File: src/rtl/timer_load_ctrl_pkg.sv
// Shared encodings for the interval-timer sequencer and its counter core.
package timer_load_ctrl_pkg;

  typedef enum logic [1:0] {
    IDLE = 2'd0,
    LOAD = 2'd1,
    RUN  = 2'd2,
    DONE = 2'd3
  } state_t;

  localparam logic MODE_ONESHOT  = 1'b0;
  localparam logic MODE_PERIODIC = 1'b1;

endpackage

File: src/rtl/timer_load_ctrl_load_counter_core.sv
// Loadable up-counter: load beats enable, holds when both are low.
module load_counter_core #(
  parameter int unsigned WIDTH = 4
) (
  input  logic             clk,
  input  logic             reset,
  input  logic             load,
  input  logic             en,
  input  logic [WIDTH-1:0] data_in,
  output logic [WIDTH-1:0] count
);

  always_ff @(posedge clk) begin
    if (reset) begin
      count <= '0;
    end else if (load) begin
      count <= data_in;
    end else if (en) begin
      count <= count + WIDTH'(1);
    end
  end

endmodule

File: src/rtl/timer_load_ctrl.sv
// Interval timer: drives the counter core's load/en from a config/start/stop FSM
// and emits a registered tick at each terminal count.
module timer_load_ctrl
  import timer_load_ctrl_pkg::*;
#(
  parameter int unsigned WIDTH = 4
) (
  input  logic             clk,
  input  logic             reset,
  input  logic             cfg_valid,
  output logic             cfg_ready,
  input  logic [WIDTH-1:0] cfg_reload,
  input  logic             cfg_mode,
  input  logic             start,
  input  logic             stop,
  output logic             busy,
  output logic             tick,
  output logic [WIDTH-1:0] count,
  output logic             done
);

  localparam logic [WIDTH-1:0] MAX = '1;

  state_t           r_state;
  state_t           w_next_state;
  logic [WIDTH-1:0] r_reload;
  logic             r_mode;
  logic             r_tick;
  logic             w_load;
  logic             w_en;
  logic             w_tick_next;
  logic             w_cfg_fire;
  logic             w_at_max;
  logic [WIDTH-1:0] w_count;

  assign w_cfg_fire = cfg_valid && (r_state == IDLE);
  assign w_at_max   = (w_count == MAX);

  // Next state and counter-core drive.
  always_comb begin
    w_next_state = r_state;
    w_load       = 1'b0;
    w_en         = 1'b0;
    w_tick_next  = 1'b0;
    case (r_state)
      IDLE: begin
        if (start) w_next_state = LOAD;
      end
      LOAD: begin
        if (stop) begin
          w_next_state = IDLE;
        end else begin
          w_load       = 1'b1;
          w_next_state = RUN;
        end
      end
      RUN: begin
        if (stop) begin
          w_next_state = IDLE;
        end else if (!w_at_max) begin
          w_en = 1'b1;
        end else begin
          w_tick_next = 1'b1;
          if (r_mode == MODE_PERIODIC) begin
            w_load = 1'b1;
          end else begin
            w_next_state = DONE;
          end
        end
      end
      DONE: begin
        w_next_state = IDLE;
      end
      default: begin
        w_next_state = IDLE;
      end
    endcase
  end

  always_ff @(posedge clk) begin
    if (reset) begin
      r_state <= IDLE;
      r_tick  <= 1'b0;
    end else begin
      r_state <= w_next_state;
      r_tick  <= w_tick_next;
    end
  end

  // Config is captured in the same edge as start so a colliding start uses it.
  always_ff @(posedge clk) begin
    if (reset) begin
      r_reload <= '0;
      r_mode   <= MODE_ONESHOT;
    end else if (w_cfg_fire) begin
      r_reload <= cfg_reload;
      r_mode   <= cfg_mode;
    end
  end

  load_counter_core #(
    .WIDTH(WIDTH)
  ) u_core (
    .clk    (clk),
    .reset  (reset),
    .load   (w_load),
    .en     (w_en),
    .data_in(r_reload),
    .count  (w_count)
  );

  assign cfg_ready = (r_state == IDLE);
  assign busy      = (r_state == LOAD) || (r_state == RUN);
  assign done      = (r_state == DONE);
  assign tick      = r_tick;
  assign count     = w_count;

endmodule
File: config.mk
export PLATFORM = sky130hd
export DESIGN_NAME = timer_load_ctrl
export DESIGN_NICKNAME = d
export VERILOG_FILES = /design/src/rtl/timer_load_ctrl_pkg.sv /design/src/rtl/timer_load_ctrl_load_counter_core.sv /design/src/rtl/timer_load_ctrl.sv
export SDC_FILE = /design/constraint.sdc
export NUM_CORES = 1
export LEC_CHECK = 0
export ABC_AREA = 1
export BUFFER_PORTS_ARGS = -buffer_cell sky130_fd_sc_hd__buf_2
export CAP_MARGIN = 20
export CORE_MARGIN = 2
export CORE_UTILIZATION = 44
export DETAILED_ROUTE_END_ITERATION = 12
export PLACE_DENSITY = 0.72
export SYNTH_ARGS = -nofsm -noshare
export SYNTH_HDL_FRONTEND = slang
export SYNTH_SLANG_ARGS = --single-unit
File: constraint.sdc
create_clock -name clk -period 1.35 [get_ports clk]
set_input_delay 0.135 -clock clk [delete_from_list [all_inputs] [get_ports clk]]
set_output_delay 0.135 -clock clk [all_outputs]
set_load 0.03 [all_outputs]
# Yosys cells after proc, flatten, opt, wreduce, memory -nomap -nowiden
# Cells that the tools add are included.
[totals]
regBits = 12
inputBits = 10
elab_cells = 37
[classes]
addsub = 1
eq_ne = 7
muxes = 17
n_bitwise = 1
n_reduce_logical = 6
[op_table]
columns = ["op", "count"]
rows = [
  ["2-bit two-way mux", 5],
  ["1-bit two-way mux", 8],
  ["4-bit two-way mux", 2],
  ["2-bit case mux with 4 select lines", 1],
  ["3-bit != test (second input constant)", 2],
  ["4-bit by 1-bit adder with 4-bit output (second input constant)", 1],
  ["2-bit == test (second input constant)", 2],
  ["4-bit == test (second input constant)", 1],
  ["3-bit AND reduction", 1],
  ["3-bit OR reduction", 1],
  ["2-bit by 1-bit == test with 1-bit output (second input constant)", 1],
  ["2-bit zero test", 1],
  ["2-bit by 1-bit != test with 1-bit output (second input constant)", 1],
  ["1-bit case mux with 2 select lines", 1],
  ["2-bit nonzero test", 1],
  ["1-bit logical AND", 1],
  ["1-bit logical OR", 1],
  ["1-bit inverter", 1],
]

# Depth between registers and ports, before layout
[logic_depth]
word_depth = 6
ltp_mapped = 10
mapped_depth_nobuf = 10

# Modules after synthesis
# From an unflattened synthesis, not the netlist that was laid out.
[unflattened]
cells_unflattened = 97
hier_area_um2 = 679.4
[by_module_without_submodules]
columns = ["module", "n_inst", "cells_each", "area_each_um2", "seq_area_each_um2"]
rows = [
  ["timer_load_ctrl", 1, 62, 445.4, 160.2],
  ["load_counter_core", 1, 35, 234.0, 80.1],
]

# Least setup slack after synthesis
# Ideal clock, no wire load.
[synth_path]
path_kind = "register -> register"
startpoint = "register u_core.count[0]"
endpoint = "register u_core.count[3]"
setup_time_ns = 0.111
arrival_time_ns = 1.493
t_required_ns = 1.239
slack_ns = -0.254
stages_incl_launch_ff = 9
n_path_buf = 0
period_less_slack_ns = 1.604
cell_sequence = "dfxtp_1 > ha_1 > nand3_2 > o21ai_4 > nand2_4 > nand2_1 > nand2_1 > nor2_1 > nor2_1"
[synth_between]
elab_chain_cells = 5
elab_cells_between_ends = 11
classes_between = "1 x add/sub; 1 x eq/ne; 8 x mux; 1 x reduce/logical"
[synth_rtl]
columns = ["element", "line_no", "source"]
rows = [
  ["from (decl)", "timer_load_ctrl_load_counter_core.sv:10", "output logic [WIDTH-1:0] count"],
  ["from (signal assigned)", "timer_load_ctrl_load_counter_core.sv:17", "count <= data_in;"],
  ["from (signal assigned)", "timer_load_ctrl_load_counter_core.sv:19", "count <= count + WIDTH'(1);"],
  ["4-bit == test", "timer_load_ctrl.sv:37", "assign w_at_max = (w_count == MAX);"],
  ["1-bit two-way mux", "timer_load_ctrl.sv:60", "end else if (!w_at_max) begin"],
  ["1-bit two-way mux", "timer_load_ctrl.sv:58", "if (stop) begin"],
  ["1-bit case mux with 2 select lines / 1-bit two-way mux (equally long branches)", "timer_load_ctrl.sv:45", "case (r_state)"],
  ["4-bit two-way mux / 2-bit nonzero test (equally long branches)", "--", ""],
]
# Several ways; a longest one is shown, not always the timed one. The select of a mux whose other input is x is not followed.
# A chain may end at the register's enable or synchronous reset.

# Worst setup path in the final report
[layout_path]
startpoint = "register r_state[0]"
endpoint = "register u_core.count[2]"
[layout_between]
elab_chain_cells = 3
elab_cells_between_ends = 6
classes_between = "2 x eq/ne; 3 x mux; 1 x reduce/logical"
[layout_rtl]
columns = ["element", "line_no", "source"]
rows = [
  ["from (decl)", "timer_load_ctrl.sv:24", "state_t r_state;"],
  ["from (signal assigned)", "timer_load_ctrl.sv:85", "r_state <= w_next_state;"],
  ["2-bit == test / 2-bit by 1-bit == test with 1-bit output (equally long branches)", "timer_load_ctrl.sv:45", ""],
  ["1-bit case mux with 2 select lines / 1-bit two-way mux (equally long branches)", "timer_load_ctrl.sv:45", ""],
  ["4-bit two-way mux / 2-bit nonzero test (equally long branches)", "--", ""],
]
# Several ways; a longest one is shown, not always the timed one.

==> impl_metrics.ini <==
[status]
outcome = complete, but fails checks
violations = negative setup slack

[clock_tree]
clk_pin_slew_ns = 0.08
cts_buffer_depth = 2
cts-root-buf = clkbuf_4
clk_latency_ns = 0.28
numCtsBuffers = 3
cts.htree.levels = 1
tritoncts = yes
cts_sinks = 12

[logic_synthesis]
synth.top_cells.by_count = nand2_1, dfxtp_1, inv_1, nand3_1, nor2_1
synthCells = 87
synth_top_family_by_area = simple AND/OR/NAND/NOR gates
synthAdderAreaFrac_pct = 9.804
synth_mux_area_share_pct = 0
synth.top_cell.area_share_pct = 37.65
syn_area_per_cell_um2 = 7.335
synthFlopType = dfxtp_1
synth_most_common_cell = nand2_1
ys_warn_count = 0
synth_edf_count = 0
synth_xor_area_share_pct = 1.373
synth-compound-area-share_pct = 15.10
ys_seq_area_share_pct = 37.65
yosys.area_share.simple_pct = 29.61
synth.largest_area_cell = dfxtp_1
synthArstFlopShare_pct = 0
synth_cell_types = 17
synth_area_leaders = dfxtp_1, ha_1, nand2_1
syn-cell-area_um2 = 638.1
synth_seq_cells = 12
synth_fp_nets = 102

[worst_setup_path]
start_kind = register
cpMaxStageDelayCell = dfxtp_2
crit_chain = inv_4 -> ha_4 -> inv_2 -> nor2_4 -> buf_6 -> nand3_1 -> nand2_1 -> nand2_1 -> a21oi_1
max_stage_delay_ns = 0.34
critPathMaxFanout = 4
critPathRequiredTime_ns = 1.56
worstSetupPathType = reg -> reg
path_common_cell = nand2_1
crit_family = simple AND/OR/NAND/NOR gates
cp-end-kind = register
critPathArrivalTime_ns = 1.60
worst-path-buf-inv = 3

[sta]
hold_viol_final = 0
max_slew.worst_pin.slew_ns = 0.2241
fin_skew_ns = 0.002244
max_freq_mhz = 719.8
slew_headroom_pct = 85.02
drv_slew = 0
period_share_pct = 102.9
fin_ws_ns = -0.03921
rsz0062_at_grt = yes
final.min_clock_period_ns = 1.389
timing.hold.ws_ns = 0.09455
finalSetupViolCount = 2

[floorplanning]
ioPinCount = 18
rows = 13
coreArea_um2 = 1334
die_area_um2 = 1771
die_h_um = 42.08
start_util_pct = 47.84
die_w_um = 42.08

[grt]
use_met3_pct = 8.621
antenna_found_initial = 0
grt_pass1_vias = 572
grt_pass1_wl_um = 2442
met1_usage_pct = 20.00
groute.usage.overall_pct = 18.36
grt-busiest-layer = met2
grt_start_max_net_pins = 9
grt_use_met2_pct = 31.56
globalRouteOverflowTotal = 0

[power]
p_leak_nw = 0.4470
ir_worst_vdd_mv = 0.5730
internal_power_w = 0.0006542
pwr-share-clk_pct = 30.7
p_sw_share_pct = 31.22
power_density_nw_per_um2 = 968.4
p_seq_share_pct = 42.7
p_sw_w = 0.0002970
pwr-share-comb_pct = 26.6

[finish]
antennaDiodeCount = 0
area_growth_pct = 53.92
stdcell_area_um2 = 982.2
fillers = 107
drive_above_1_share_pct = 49.15
fin_nets = 134

[detailed_routing]
first_pass_iters = 6
route.detailed.drc = 0
ant_nets = 0
routed_wl_um = 1811
vias = 693
wl_per_cell_um = 13.62
avgViaCountPerCell = 5.211
first_iter_violations = 27

[min_path]
hold_class = in -> reg

[placed_design]
hpwlAfterDp_um = 1060
port_buffers = 17
place.gp.congestion = 0.7332
placed_area_um2 = 788.3

[job]
drv_cap = 0
-- area by class of cell --
type	count	area, µm²	share of cell area, %
multi-input cells	64	459.2	46.75
inverters	11	43.79	4.459
well taps	15	18.77	1.911
repair buffers	27	170.2	17.32
flip-flops and latches	12	254.0	25.86
clock buffers	4	36.28	3.694
-- kinds of logic (layout without fill, tap and decap cells) --
family	count (synthesis)	in the layout
xor+xnor	1	1
compound gates	17	17
simple gates	41	41
buf+inv	11	42
flops	12	12
fa+ha+maj	5	5
-- metal layers --
| layer | up-vias | share of wire (%) |
|---|---|---|
| li1 | 347 | - |
| met1 | 320 | 44 |
| met2 | 22 | 49 |
| met3 | 4 | 5.5 |
| met4 | 0 | 1.2 |
| met5 | - | 0 |
-- power groups by stage --
stage | combinational, W | sequential (W) | clock (W)
6_report | 0.000253 | 0.000406 | 0.000292
2_1_floorplan | 0.000118 | 0.000415 | 0
4_1_cts | 0.000206 | 0.000402 | 0.000291
3_5_place_dp | 0.000181 | 0.000408 | 0
5_1_grt | 0.000274 | 0.000409 | 0.000316
3_3_place_gp | 0.000178 | 0.000406 | 0
-- flip-flops by register name (all words and copies together) (netlist names) --
| name | flops |
|---|---|
| r_reload | 4 |
| r_mode | 1 |
| u_core.count | 4 |
| r_state | 2 |
| tick | 1 |
-- stage by stage --
stage | cells | setup slack, ns | setup TNS (ns) | util, % | power (W)
after CTS | 127 | 0.003218 | 0 | 65.85 | 0.0008990
after global routing | 133 | -0.1230 | -0.3287 | 73.64 | 0.0009987
final | 133 | -0.03921 | -0.04033 | 73.64 | 0.0009512
after floorplan | 87 | 0.007358 | 0 | - | 0.0005328
after global placement | 122 | 0.02392 | 0 | 59.10 | 0.0005841
after detailed placement | 122 | -0.04675 | -0.04675 | 59.10 | 0.0005886
-- what timing repair did --
| item | 4_1_cts | 5_1_grt |
|---|---|---|
| buffers inserted | 1 | 6 |
| hold buffers | 0 | 0 |
| endpoints found under the setup margin | 3 | 6 |
| pin swaps | 2 | 10 |
| resized for setup | 11 | 19 |
-- final timing paths --
check / cells past startpoint / endpoint / startpoint / slack (ns)
min reg2reg: 2 / r_reload[1]$_SDFFE_PP0P_ / r_reload[1]$_SDFFE_PP0P_ / 0.46
max reg2reg: 9 / u_core.count[2]$_SDFFE_PP0P_ / r_state[0]$_SDFFE_PP0P_ / -0.04
min: 2 / r_state[1]$_SDFFE_PP0P_ / reset / 0.09
max: 9 / u_core.count[2]$_SDFFE_PP0P_ / r_state[0]$_SDFFE_PP0P_ / -0.04
-- placed cells by master (no fill, tap or decap), types with 2 or more instances in the layout --
cell,instances
buf_2,16
nand2_1,11
inv_1,9
buf_4,9
nor2_1,8
nand3_1,7
a21oi_1,7
dfxtp_1,7
o21ai_0,6
nand2_2,3
ha_4,3
clkbuf_4,3
dfxtp_4,3
nand3_4,2
nand2_4,2
nor2_2,2
nand3_2,2
o21ai_2,2
buf_6,2
dfxtp_2,2
No activity file was read; power rests on OpenSTA's default activity.
